<file path="config.mk">
export PLATFORM = sky130hd
export DESIGN_NAME = rotor_master
export DESIGN_NICKNAME = d
export VERILOG_FILES = /design/src/rtl/rotor_master.sv
export SDC_FILE = /design/constraint.sdc
export NUM_CORES = 1
export LEC_CHECK = 0
export BUFFER_PORTS_ARGS = -buffer_cell sky130_fd_sc_hd__buf_2
export CAP_MARGIN = 20
export CORE_MARGIN = 2
export CORE_UTILIZATION = 35
export DETAILED_ROUTE_END_ITERATION = 8
export PLACE_DENSITY_LB_ADDON = 0.08
export RECOVER_POWER = 100
export SLEW_MARGIN = 10
export SYNTH_ARGS = -nofsm -noshare
export SYNTH_HDL_FRONTEND = slang
export SYNTH_SLANG_ARGS = --single-unit
</file>
<file path="constraint.sdc">
create_clock -name clk -period 1.4 [get_ports clk]
set_input_delay 0.07 -clock clk [delete_from_list [all_inputs] [get_ports clk]]
set_output_delay 0.07 -clock clk [all_outputs]
set_load 0.02 [all_outputs]
</file>
<file path="src/rtl/rotor_master.sv">
// rtl/rotor_master.sv - three-rotor position register with load, Enigma stepping and double step
// Positions are mod-ALPHABET counters; a load always beats a keypress in the same cycle.
module rotor_master #(
  parameter int ALPHABET      = 26,
  parameter int NOTCH_DREAPTA = 21,
  parameter int NOTCH_MIJLOC  = 4
) (
  input  logic       clk,
  input  logic       rst,
  input  logic [1:0] pozitie_rotor_in,
  input  logic [4:0] pozitie_initiala_in,
  input  logic       step_in,
  output logic [4:0] pozitie_stanga_out,
  output logic [4:0] pozitie_mijloc_out,
  output logic [4:0] pozitie_dreapta_out,
  output logic       err_out
);

  localparam logic [4:0] LAST       = 5'(ALPHABET - 1);
  localparam logic [4:0] NOTCH_R    = 5'(NOTCH_DREAPTA);
  localparam logic [4:0] NOTCH_M    = 5'(NOTCH_MIJLOC);
  localparam logic [5:0] ALPHA_SIZE = 6'(ALPHABET);

  logic [4:0] stanga, mijloc, dreapta;
  logic [4:0] stanga_next, mijloc_next, dreapta_next;
  logic       err, err_next;
  logic       load, valid;

  function automatic logic [4:0] advance(input logic [4:0] x);
    return (x == LAST) ? 5'd0 : x + 5'd1;
  endfunction

  always_ff @(posedge clk or negedge rst) begin
    if (!rst) begin
      stanga  <= 5'd0;
      mijloc  <= 5'd0;
      dreapta <= 5'd0;
      err     <= 1'b0;
    end else begin
      stanga  <= stanga_next;
      mijloc  <= mijloc_next;
      dreapta <= dreapta_next;
      err     <= err_next;
    end
  end

  always_comb begin
    load         = |pozitie_rotor_in;
    valid        = {1'b0, pozitie_initiala_in} < ALPHA_SIZE;
    stanga_next  = stanga;
    mijloc_next  = mijloc;
    dreapta_next = dreapta;
    err_next     = 1'b0;
    if (load) begin
      if (valid) begin
        case (pozitie_rotor_in)
          2'd1:    stanga_next  = pozitie_initiala_in;
          2'd2:    mijloc_next  = pozitie_initiala_in;
          2'd3:    dreapta_next = pozitie_initiala_in;
          default: ;
        endcase
      end else begin
        err_next = 1'b1;
      end
    end else if (step_in) begin
      // The middle rotor sitting on its own notch steps itself again (double step).
      dreapta_next = advance(dreapta);
      if (dreapta == NOTCH_R || mijloc == NOTCH_M)
        mijloc_next = advance(mijloc);
      if (mijloc == NOTCH_M)
        stanga_next = advance(stanga);
    end
  end

  assign pozitie_stanga_out  = stanga;
  assign pozitie_mijloc_out  = mijloc;
  assign pozitie_dreapta_out = dreapta;
  assign err_out             = err;

endmodule

</file>
==> results.yml <==
power:
  p_leak_nw: 0.7330
  peakVddDrop_mv: 0.6035
  power_density_mw_per_mm2: 1251
  total_power_mw: 2.028
logic_synthesis:
  async_reset_ff_frac: 1.000
  synth_cell_types: 32
  synth_flop_cell: "dfrtp_1"
  synth_top_family_by_area: "compound AO/OA/AOI/OAI gates"
  synth-compound-area-share: 0.2637
  yosysWarnings: 0
  netlist_instances: 115
  avgSynthCellArea_um2: 9.694
  muxShareOfSynthArea: 0.02694
  synth.most_common_cell: "dfrtp_1"
  synth-seq-area-share: 0.3591
  synth_nets: 135
  synthTopCellsByCount: "16 x dfrtp_1, 13 x nand2_1, 12 x nand3_1"
  synth-adder-area-share: 0.1122
  ys_ff_latch: 16
  syn-cell-area_mm2: 0.001115
  synth-edff-count: 0
  synth_area_leader_cell: "dfrtp_1"
  synthXorXnorAreaFrac: 0
  netlist_top_cells_area: "dfrtp_1 36%, ha_1 11%, nand3_1 5.4%"
  synth_top_cell_area_share: 0.3591
  synthSimpleGateAreaFrac: 0.1886
worst_setup_path:
  worstPathMaxFanout: 8
  end_kind: "register"
  path_buf_inv: 2
  worst_ep_required_time_ps: 1610
  crit_chain: "inv_2, ha_4, nand4bb_4, buf_6, o32ai_4, o21ai_1, a22o_1"
  path_class: "reg2reg"
  start_kind: "register"
  cp_top_family: "compound AO/OA/AOI/OAI gates"
  arrival_ps: 1730
  slowest_delay_ps: 430
  critPathSlowestCell: "dfrtp_2"
sta:
  fin_crit_sh: 1.092
  tns_ps: -987.7
  hold_violations: 0
  max_slew_margin: 0.3747
  finalWorstSetupSlack_ps: -129.0
  layout_min_cycle_time_ps: 1529
  setup_viol: 10
  worst_pin_slew_ps: 938.0
  drv_slew: 0
  skew_ps: 6.956
  max_freq_mhz: 654.0
  rsz0062_at_grt: "yes"
  timing.hold.ws_ps: 65.33
cts:
  clk_latency_ps: 310
  h-tree-depth: 1
  cts-root-buf: "clkbuf_4"
  numCtsBuffers: 3
  clk_path_buf_depth: 2
  cts_tree: "built"
  clkSinkCount: 16
  cts.clk_slew.worst_paths_ps: 120
grt:
  grt_usage: 0.1908
  grt_start_max_net_pins: 17
  overflow: 0
  antenna_found_initial: 0
  grt_pass1_vias: 1084
  grt_pass1_wl_um: 5057
final_layout:
  finish.instance_area_mm2: 0.001622
  layout-drive-gt1-share: 0.3523
  seq_area_um2: 402.9
  nets: 197
  n_fill_cell: 280
  antenna_cells: 0
  final_cells: 220
  multi_input_area_um2: 715.7
  syn_to_final_growth_pct: 45.46
  final_util: 0.5311
detailed_routing:
  drc: 0
  vias: 1139
  detail_route.iter0.violations: 52
  wl_per_cell_um: 14.18
  dr.pass1.iters: 4
  final_antenna_net_count: 0
  avgViaCountPerCell: 5.177
  finalWirelength_um: 3120
place:
  port_buffers: 25
  place_ws_ps: -140.2
  dp_hpwl_um: 2279
  place_congestion: 0.8721
  dp.cells: 210
  place_area_mm2: 0.001503
flow_run:
  cap_viol_max_count: 0
hold_path:
  worstHoldPathType: "in2reg"
floorplanning:
  die-area_mm2: 0.003652
  ioPinCount: 26
  initial_core_util: 0.3652
  die_height_um: 60.44
  die_w_um: 60.44
  core.rowCount: 20
  core_area_mm2: 0.003053
run_status:
  failed_checks: "setup timing"
  status: "finished with violations"
==> final timing paths <==
path                            cells after the start  slack, ps                         startpoint                           endpoint
worst max-delay path                                7       -130  pozitie_mijloc_out[0]$_DFFE_PN0P_  pozitie_stanga_out[2]$_DFFE_PN0P_
worst min-delay path                                3         70             pozitie_initiala_in[4]                  err_out$_DFF_PN0_
worst max register to register                      7       -130  pozitie_mijloc_out[0]$_DFFE_PN0P_  pozitie_stanga_out[2]$_DFFE_PN0P_
worst min register to register                      1        580  pozitie_stanga_out[4]$_DFFE_PN0P_  pozitie_stanga_out[4]$_DFFE_PN0P_
max in group asynchronous                           2        370                                rst  pozitie_mijloc_out[1]$_DFFE_PN0P_
min in group asynchronous                           2        400                                rst                  err_out$_DFF_PN0_
==> layout by cell type (no fill, tap or decap), drive strengths merged, types with 2 or more instances in the layout <==
master   Yosys  routed
buf          3      41
clkbuf       0      22
dfrtp       16      16
nand2       13      13
nand3       12      12
inv         10      10
ha          10      10
o21ai        7       7
a22o         6       6
nand4b       4       4
o31ai        4       4
o211ai       4       4
o21a         4       4
nand2b       3       3
o31a         2       2
o2bb2ai      2       2
mux2         2       2
nor2         2       2
==> power breakdown <==
part	total (mW)	switching, mW	internal [mW]	leakage (nW)
Combinational	1.02	0.542	0.477	0.519
Sequential	0.667	0.0954	0.572	0.193
Clock	0.342	0.183	0.159	0.0210
==> cell type report <==
type | count | share of cell area
Sequential cell | 16 | 0.2485
Tap cell | 44 | 0.03395
Timing Repair Buffer | 60 | 0.2292
Clock buffer | 4 | 0.02238
Inverter | 10 | 0.02469
Multi-Input combinational cell | 86 | 0.4414
==> registers in the layout, summed over array words and instances (netlist names) <==
register and count:
pozitie_dreapta_out 5, pozitie_mijloc_out 5, pozitie_stanga_out 5, err_out 1
==> worst min-delay path: cells and delay by family <==
kind	cells	cell delay (ps)
and+or+nand+nor	1	50
AOI/OAI and AO/OA	1	110
buffers and inverters	1	110
==> layer usage <==
metal / GRT usage / vias to the layer above / part of all wire
li1: - / 553 / -
met1: 0.2543 / 543 / 0.48
met2: 0.3152 / 36 / 0.45
met3: 0.02772 / 7 / 0.050
met4: 0.07143 / 0 / 0.016
met5: 0 / - / 0
==> cell families (layout without fill, tap and decap cells) <==
| family | Yosys count | in the layout |
|---|---|---|
| compound gates | 36 | 36 |
| fa+ha+maj | 10 | 10 |
| buf+inv | 13 | 74 |
| flops | 16 | 16 |
| mux | 2 | 2 |
| simple gates | 38 | 38 |
==> timing repair <==
action                     in CTS  in global routing
hold buffers                    1                  0
setup buffers                   1                  4
hold endpoints to repair       16                  0
pin swaps                      10                  8
setup endpoints to repair      10                 11
gates resized for setup         6                  6
Note: power is estimated with default switching activity, not from simulation.
